File: src/rtl/serial_subtractor_nbit.sv
// Digit-serial d = a - b - b_in, DIGIT bits per cycle, LSB first; latency WIDTH/DIGIT cycles after accept.
// No backpressure: start is taken in IDLE/DONE only, ignored while busy; results held until the next completion.
module serial_subtractor_nbit #(
    parameter int WIDTH = 16,
    parameter int DIGIT = 4
) (
    input  logic             clk,
    input  logic             rst_n,
    input  logic             start,
    input  logic [WIDTH-1:0] a,
    input  logic [WIDTH-1:0] b,
    input  logic             b_in,
    output logic             busy,
    output logic             done,
    output logic [WIDTH-1:0] d,
    output logic             b_out,
    output logic             V,
    output logic             Z
);

    localparam int N  = WIDTH / DIGIT;
    localparam int CW = $clog2(N + 1);

    localparam logic [1:0] IDLE = 2'd0;
    localparam logic [1:0] RUN  = 2'd1;
    localparam logic [1:0] DONE = 2'd2;

    generate
        if (WIDTH < 2 || DIGIT < 1 || (WIDTH % DIGIT) != 0) begin : g_bad_params
            $error("serial_subtractor_nbit: DIGIT must divide WIDTH and WIDTH must be >= 2");
        end
    endgenerate

    logic [1:0]             state_q, state_d;
    logic [CW-1:0]          cnt_q, cnt_d;
    logic [WIDTH-1:0]       a_q, a_d, b_q, b_d, res_q, res_d, d_q, d_d;
    logic                   brw_q, brw_d, bout_q, bout_d, v_q, v_d, z_q, z_d;
    logic [DIGIT:0]         diff;
    logic [WIDTH+DIGIT-1:0] res_cat;
    logic                   msb_bin;
    logic                   last;

    always_comb begin
        diff    = {1'b0, a_q[DIGIT-1:0]} - {1'b0, b_q[DIGIT-1:0]} - {{DIGIT{1'b0}}, brw_q};
        // Borrow into the chunk MSB recovered from the sum bit: diff = a ^ b ^ borrow_in.
        msb_bin = a_q[DIGIT-1] ^ b_q[DIGIT-1] ^ diff[DIGIT-1];
        res_cat = {diff[DIGIT-1:0], res_q};
        last    = (cnt_q == CW'(N - 1));

        state_d = state_q;
        cnt_d   = cnt_q;
        a_d     = a_q;
        b_d     = b_q;
        brw_d   = brw_q;
        res_d   = res_q;
        d_d     = d_q;
        bout_d  = bout_q;
        v_d     = v_q;
        z_d     = z_q;

        case (state_q)
            RUN: begin
                a_d   = a_q >> DIGIT;
                b_d   = b_q >> DIGIT;
                brw_d = diff[DIGIT];
                res_d = res_cat[WIDTH+DIGIT-1:DIGIT];
                cnt_d = cnt_q + CW'(1);
                if (last) begin
                    state_d = DONE;
                    d_d     = res_cat[WIDTH+DIGIT-1:DIGIT];
                    bout_d  = diff[DIGIT];
                    v_d     = msb_bin ^ diff[DIGIT];
                    z_d     = (res_cat[WIDTH+DIGIT-1:DIGIT] == '0);
                end
            end
            default: begin
                state_d = IDLE;
                if (start) begin
                    state_d = RUN;
                    a_d     = a;
                    b_d     = b;
                    brw_d   = b_in;
                    cnt_d   = '0;
                    res_d   = '0;
                end
            end
        endcase
    end

    always_ff @(posedge clk or negedge rst_n) begin
        if (!rst_n) begin
            state_q <= IDLE;
            cnt_q   <= '0;
            a_q     <= '0;
            b_q     <= '0;
            brw_q   <= 1'b0;
            res_q   <= '0;
            d_q     <= '0;
            bout_q  <= 1'b0;
            v_q     <= 1'b0;
            z_q     <= 1'b0;
        end else begin
            state_q <= state_d;
            cnt_q   <= cnt_d;
            a_q     <= a_d;
            b_q     <= b_d;
            brw_q   <= brw_d;
            res_q   <= res_d;
            d_q     <= d_d;
            bout_q  <= bout_d;
            v_q     <= v_d;
            z_q     <= z_d;
        end
    end

    assign busy  = (state_q == RUN);
    assign done  = (state_q == DONE);
    assign d     = d_q;
    assign b_out = bout_q;
    assign V     = v_q;
    assign Z     = z_q;

endmodule

File: config.mk
export PLATFORM = sky130hd
export DESIGN_NAME = serial_subtractor_nbit
export DESIGN_NICKNAME = d
export VERILOG_FILES = /design/src/rtl/serial_subtractor_nbit.sv
export SDC_FILE = /design/constraint.sdc
export NUM_CORES = 1
export LEC_CHECK = 0
export CAP_MARGIN = 20
export CELL_PAD_IN_SITES_DETAIL_PLACEMENT = 1
export CELL_PAD_IN_SITES_GLOBAL_PLACEMENT = 2
export CORE_MARGIN = 2
export CORE_UTILIZATION = 42
export DETAILED_ROUTE_END_ITERATION = 7
export DONT_BUFFER_PORTS = 1
export PLACE_DENSITY_LB_ADDON = 0.1
export SYNTH_ARGS = -nofsm -noshare
export SYNTH_HDL_FRONTEND = slang
export SYNTH_SLANG_ARGS = --single-unit
export TNS_END_PERCENT = 50
File: constraint.sdc
create_clock -name clk -period 3.3 [get_ports clk]
set_input_delay 0.33 -clock clk [delete_from_list [all_inputs] [get_ports clk]]
set_output_delay 0.33 -clock clk [all_outputs]
set_load 0.02 [all_outputs]
# Word level (Yosys, flattened, before mapping)
# Cells that the tools add are included.
# word_totals
regBits	73
elab_cells	36
in_bits	36
output_inout_bits	21
# classes
bitwise_logic	3
n_addsub	3
n_reduce_logical	3
mux	13
eq_ne	4
# ops
op	count
two-way mux 16 bit	6
zero test 16 bit	1
two-way mux 3 bit	2
subtractor 4 x 4 -> 5 bit	1
subtractor 5 x 1 -> 5 bit	1
two-way mux 2 bit	2
adder 3 x 1 -> 3 bit, second input constant	1
equality test 3 x 2 -> 1 bit, second input constant	1
two-way mux 1 bit	3
XOR 1 bit	3
equality test 2 x 1 -> 1 bit, second input constant	1
equality test 2 bit, second input constant	1
inequality test 2 x 1 -> 1 bit, second input constant	1
AND reduction 2 bit	1
nonzero test 2 bit	1

# Longest topological paths before layout
# depth
ltp_word	4
depth_mapped	8
ltp_nobuf	8

# Worst setup path before layout
# No wires, ideal clock.
# synth_path
path_kind	register -> register
start	reg a_q[0]
end	reg z_q, in the netlist Z
t_required_ns	3.180
setup_time_ns	0.120
stages_incl_launch_ff	8
synth_period_minus_slack_ns	1.896
path_buffers	0
slack_ns	1.404
arrival_ns	1.775
cell_sequence	dfrtp_1 > fa_1 > inv_1 > fa_1 > nor4b_1 > nand2_1 > nor4_2 > a41o_1
# synth_between
elab_chain_len	3
# synth_rtl
element	line	source
from (decl)	36	logic [WIDTH-1:0] a_q, a_d, b_q, b_d, res_q, res_d, d_q, d_d;
from (signal assigned)	94	a_q <= '0;
from (signal assigned)	105	a_q <= a_d;
subtractor 4 x 4 -> 5 bit	44	diff = {1'b0, a_q[DIGIT-1:0]} - {1'b0, b_q[DIGIT-1:0]} - {{DIGIT{1'b0}}, brw_q};
subtractor 5 x 1 -> 5 bit	44	
zero test 16 bit	73	z_d = (res_cat[WIDTH+DIGIT-1:DIGIT] == '0);
to (signal assigned)	112	z_q <= z_d;
to (decl)	37	logic brw_q, brw_d, bout_q, bout_d, v_q, v_d, z_q, z_d;
# Every way passes these cells.
# A chain may end at the register's enable or synchronous reset.

# Final worst setup path
# layout_path
start	reg state_q[1]
end	out busy
# layout_between
elab_chain_len	1
# layout_rtl
element	line	source
from (decl)	34	logic [1:0] state_q, state_d;
from (signal assigned)	103	state_q <= state_d;
equality test 2 x 1 -> 1 bit	116	assign busy = (state_q == RUN);
to (decl)	13	output logic busy,
# Every way passes these cells.

==> summary.md <==
| Metric | Value |
|---|---|
| Via density | `5.068` |
| Slowest cell on crit path | `buf_4` |
| FP Rows | `31` |
| Hpwl dp | `4248 um` |
| VDD IR max | `approximately 320 uV` |
| Least-Margin Pin Slew | `between 0.7 and 0.8 ns` |
| Vias in the first global route | `2224` |
| Final setup fails | `0` |
| Vias | `2098` |
| Met3 WL | `379 um` |
| Placement Setup Slack | `1.144 ns` |
| YS warnings | `0` |
| Number of enable flip-flop cells after synthesis | `0` |
| Io pins | `57` |
| RePlAce Congestion | `0.7420` |
| Max Slew Vio Count | `0` |
| Fin worst setup slack | `0.9769 ns` |
| Mapped Cells | `approximately 310` |
| First-pass GRT wire length | `11200 um` |
| Utilization after layout | `48.40%` |
| TNS Setup | `0 ns` |
| H-tree depth | `3` |
| Async SR Flop Fraction | `100.0%` |
| Wire length per cell | `~16 um` |
| Area fraction of the dominant cell type after synthesis | `between 50% and 60%` |
| Die Height | `90.63 um` |
| Initial DRC count | `63` |
| Clk pin slew, worst setup/hold paths | `0.08 ns` |
| Area contributors post-synth | `dfrtp_1 (55%), nand2_1 (11%), mux2i_1 (10%)` |
| Total gr overflow | `0` |
| Total iterations of the first detailed-routing run | `4` |
| Initial Util | `43.45%` |
| Remaining routing DRC violations | `0` |
| Skew final | `between 0.01 and 0.015 ns` |
| Bufs and invs on worst path | `2` |
| Ant. Diodes | `0` |
| Nets | `354` |
| Top sig layer | `met4` |
| Tmin final | `approximately 2.3 ns` |
| Status | `complete, no violations` |
| Final instance area | `around 3500 um^2` |
| Routed wl met2 | `3109 um` |
| Max-cap violations | `0` |
| P_leak | `1.728 nW` |
| CP Max Fanout | `between 70 and 80` |
| CTS Root Cell | `clkbuf_8` |
| Critical path data arrival time | `between 1.5 and 2 ns` |
| Crit-path leading delay family | `buffers and inverters` |
| Post-route ant nets | `0` |
| Most frequent cell after synthesis | `nand2_1` |
| WP data required | `~3 ns` |
| Layout cells sized above 1 | `around 8.3%` |
| CTS tree | `built` |
| Hold Vio Cnt, Final | `0` |
| Critical-path cell list | `nand2b_1, inv_2, buf_4` |
| Crit start category | `flop` |
| Cell area power density | `between 1000 and 1500 nW/um^2` |
| Core area | `slightly above 7000 um^2` |
| Horiz. Die Dim | `90.63 um` |
| Post-Route WL | `6620 um` |
| Slew Limit Headroom | `53.01%` |
| Mapped cell area | `3152 um^2` |
| IO Port Bufs | `0` |
| Min-Delay Path Class | `input pin to flop` |
| Antenna violations before repair | `0` |
| Crit-path max cell delay | `slightly below 0.6 ns` |
| Net Count, Synth | `358` |
| CTS Sinks | `69` |
| Synth unique cells | `36` |
| Setup bufs post-CTS | `0` |
| P&R area growth vs syn | `11.39%` |
| Clk_lat worst skew | `~0.35 ns` |
| Post-DP Area | `3202 um^2` |
| Final cycle utilization of the critical path | `between 70% and 80%` |
| Synthesized flop and latch total | `69` |
| Post-synth top cells | `nand2_1 (89), dfrtp_1 (69), o21ai_0 (34), mux2i_1 (33), nand3b_1 (13)` |
| Global Route Usage Sum | `between 10% and 20%` |
| Die area | `8213 um^2` |
| Largest net degree at the start of global routing | `72` |
| Critical path class | `flop to output pin` |
| Maximum buffer depth of the clock tree | `2` |
| Top cell type by total area after synthesis | `dfrtp_1` |
| WL met1 | `3033 um` |
| Fmax | `0.4305 GHz` |
| CP endpoint kind | `output pin` |
| Seq/Total Area, Yosys | `54.78%` |
| Synth Flop Type | `dfrtp_1` |
| Worst hold slack | `0.1430 ns` |
| Clock buffer count from CTS | `9` |
| RSZ-0062 raised after global routing | `no` |
| PostCTS Resize Cnt | `0` |
| Avg Synthesized Cell Area | `10.04 um^2` |
| FILL cells | `838` |
## metal layers
layer / GRT usage [%] / vias to the layer above
li1: - / 1032
met1: 21.76 / 1016
met2: 27.49 / 41
met3: 5.676 / 9
met4: 6.923 / 0
met5: 0 / -
## where the power goes
group	internal (W)	switching, W
logic	0.000431	0.000708
registers	0.00118	0.000354
clock network	0.000599	0.000331
total	0.00221	0.00139
## sequential cells by signal, indices dropped and copies added (netlist names)
| signal | cells |
|---|---|
| res_q | 12 |
| a_q | 16 |
| d | 16 |
| cnt_q | 3 |
| V | 1 |
| brw_q | 1 |
| state_q | 2 |
| b_q | 16 |
| Z | 1 |
| b_out | 1 |
## layout make-up
cell class | instances | area (um^2) | share of cell area [%]
Inverter | 12 | 45.04 | 1.283
Sequential cell | 69 | 1727 | 49.18
Timing Repair Buffer | 3 | 45.04 | 1.283
Clock buffer | 10 | 137.6 | 3.920
Tap cell | 99 | 123.9 | 3.528
Clock inverter | 6 | 133.9 | 3.813
Multi-Input combinational cell | 215 | 1299 | 36.99
## cell families after synthesis
| group | Yosys count | synth area share [%] |
|---|---|---|
| muxes | 35 | 11.19 |
| and+or+nand+nor | 130 | 18.86 |
| buffers and inverters | 30 | 4.010 |
| AOI/OAI and AO/OA | 40 | 6.948 |
| xor gates and xnor gates | 2 | 0.5559 |
| adders and majority gates | 8 | 3.652 |
| DFF | 69 | 54.78 |
## final timing paths
kind / from / to / slack (ns) / depth (start not counted)
max: state_q[1] / busy / 0.98 / 3
min: start / state_q[0] / 0.14 / 2
max reg2reg: state_q[1] / b_out / 1.15 / 5
min reg2reg: a_q[15] / a_q[11] / 0.48 / 2
max in group asynchronous: rst_n / b_q[5] / 2.48 / 2
min in group asynchronous: rst_n / d[9] / 0.51 / 2
## placed cells by master (no fill, tap or decap), types with 4 or more instances in the layout
| master | netlist | layout |
|---|---|---|
| nand2_1 | 89 | 89 |
| inv_1 | 10 | 10 |
| bufinv_16 | 0 | 4 |
| dfrtp_1 | 69 | 69 |
| nor2_1 | 11 | 11 |
| ha_1 | 6 | 6 |
| o21ai_0 | 34 | 34 |
| nand3b_1 | 13 | 13 |
| clkbuf_8 | 0 | 10 |
| mux2i_1 | 33 | 33 |
## timing repair
action	CTS	global route
setup endpoints to repair	0	0
endpoints found under the hold margin	69	0
hold buffers	2	0
## through the flow
| stage | cells | total power, W |
|---|---|---|
| floorplan | 314 | 0.002412 |
| global placement | 396 | 0.002655 |
| detailed placement | 396 | 0.002714 |
| CTS | 414 | 0.003685 |
| global route | 414 | 0.003915 |
| finish | 414 | 0.003606 |
## worst reg2reg max path: stages, from the launching register on
cell	delay, ns
dfrtp_1	0.38
nand2b_1	0.46
inv_2	0.19
nand2_2	0.27
inv_2	0.34
mux2_2	0.38
Note: power is estimated with default switching activity, not from simulation.
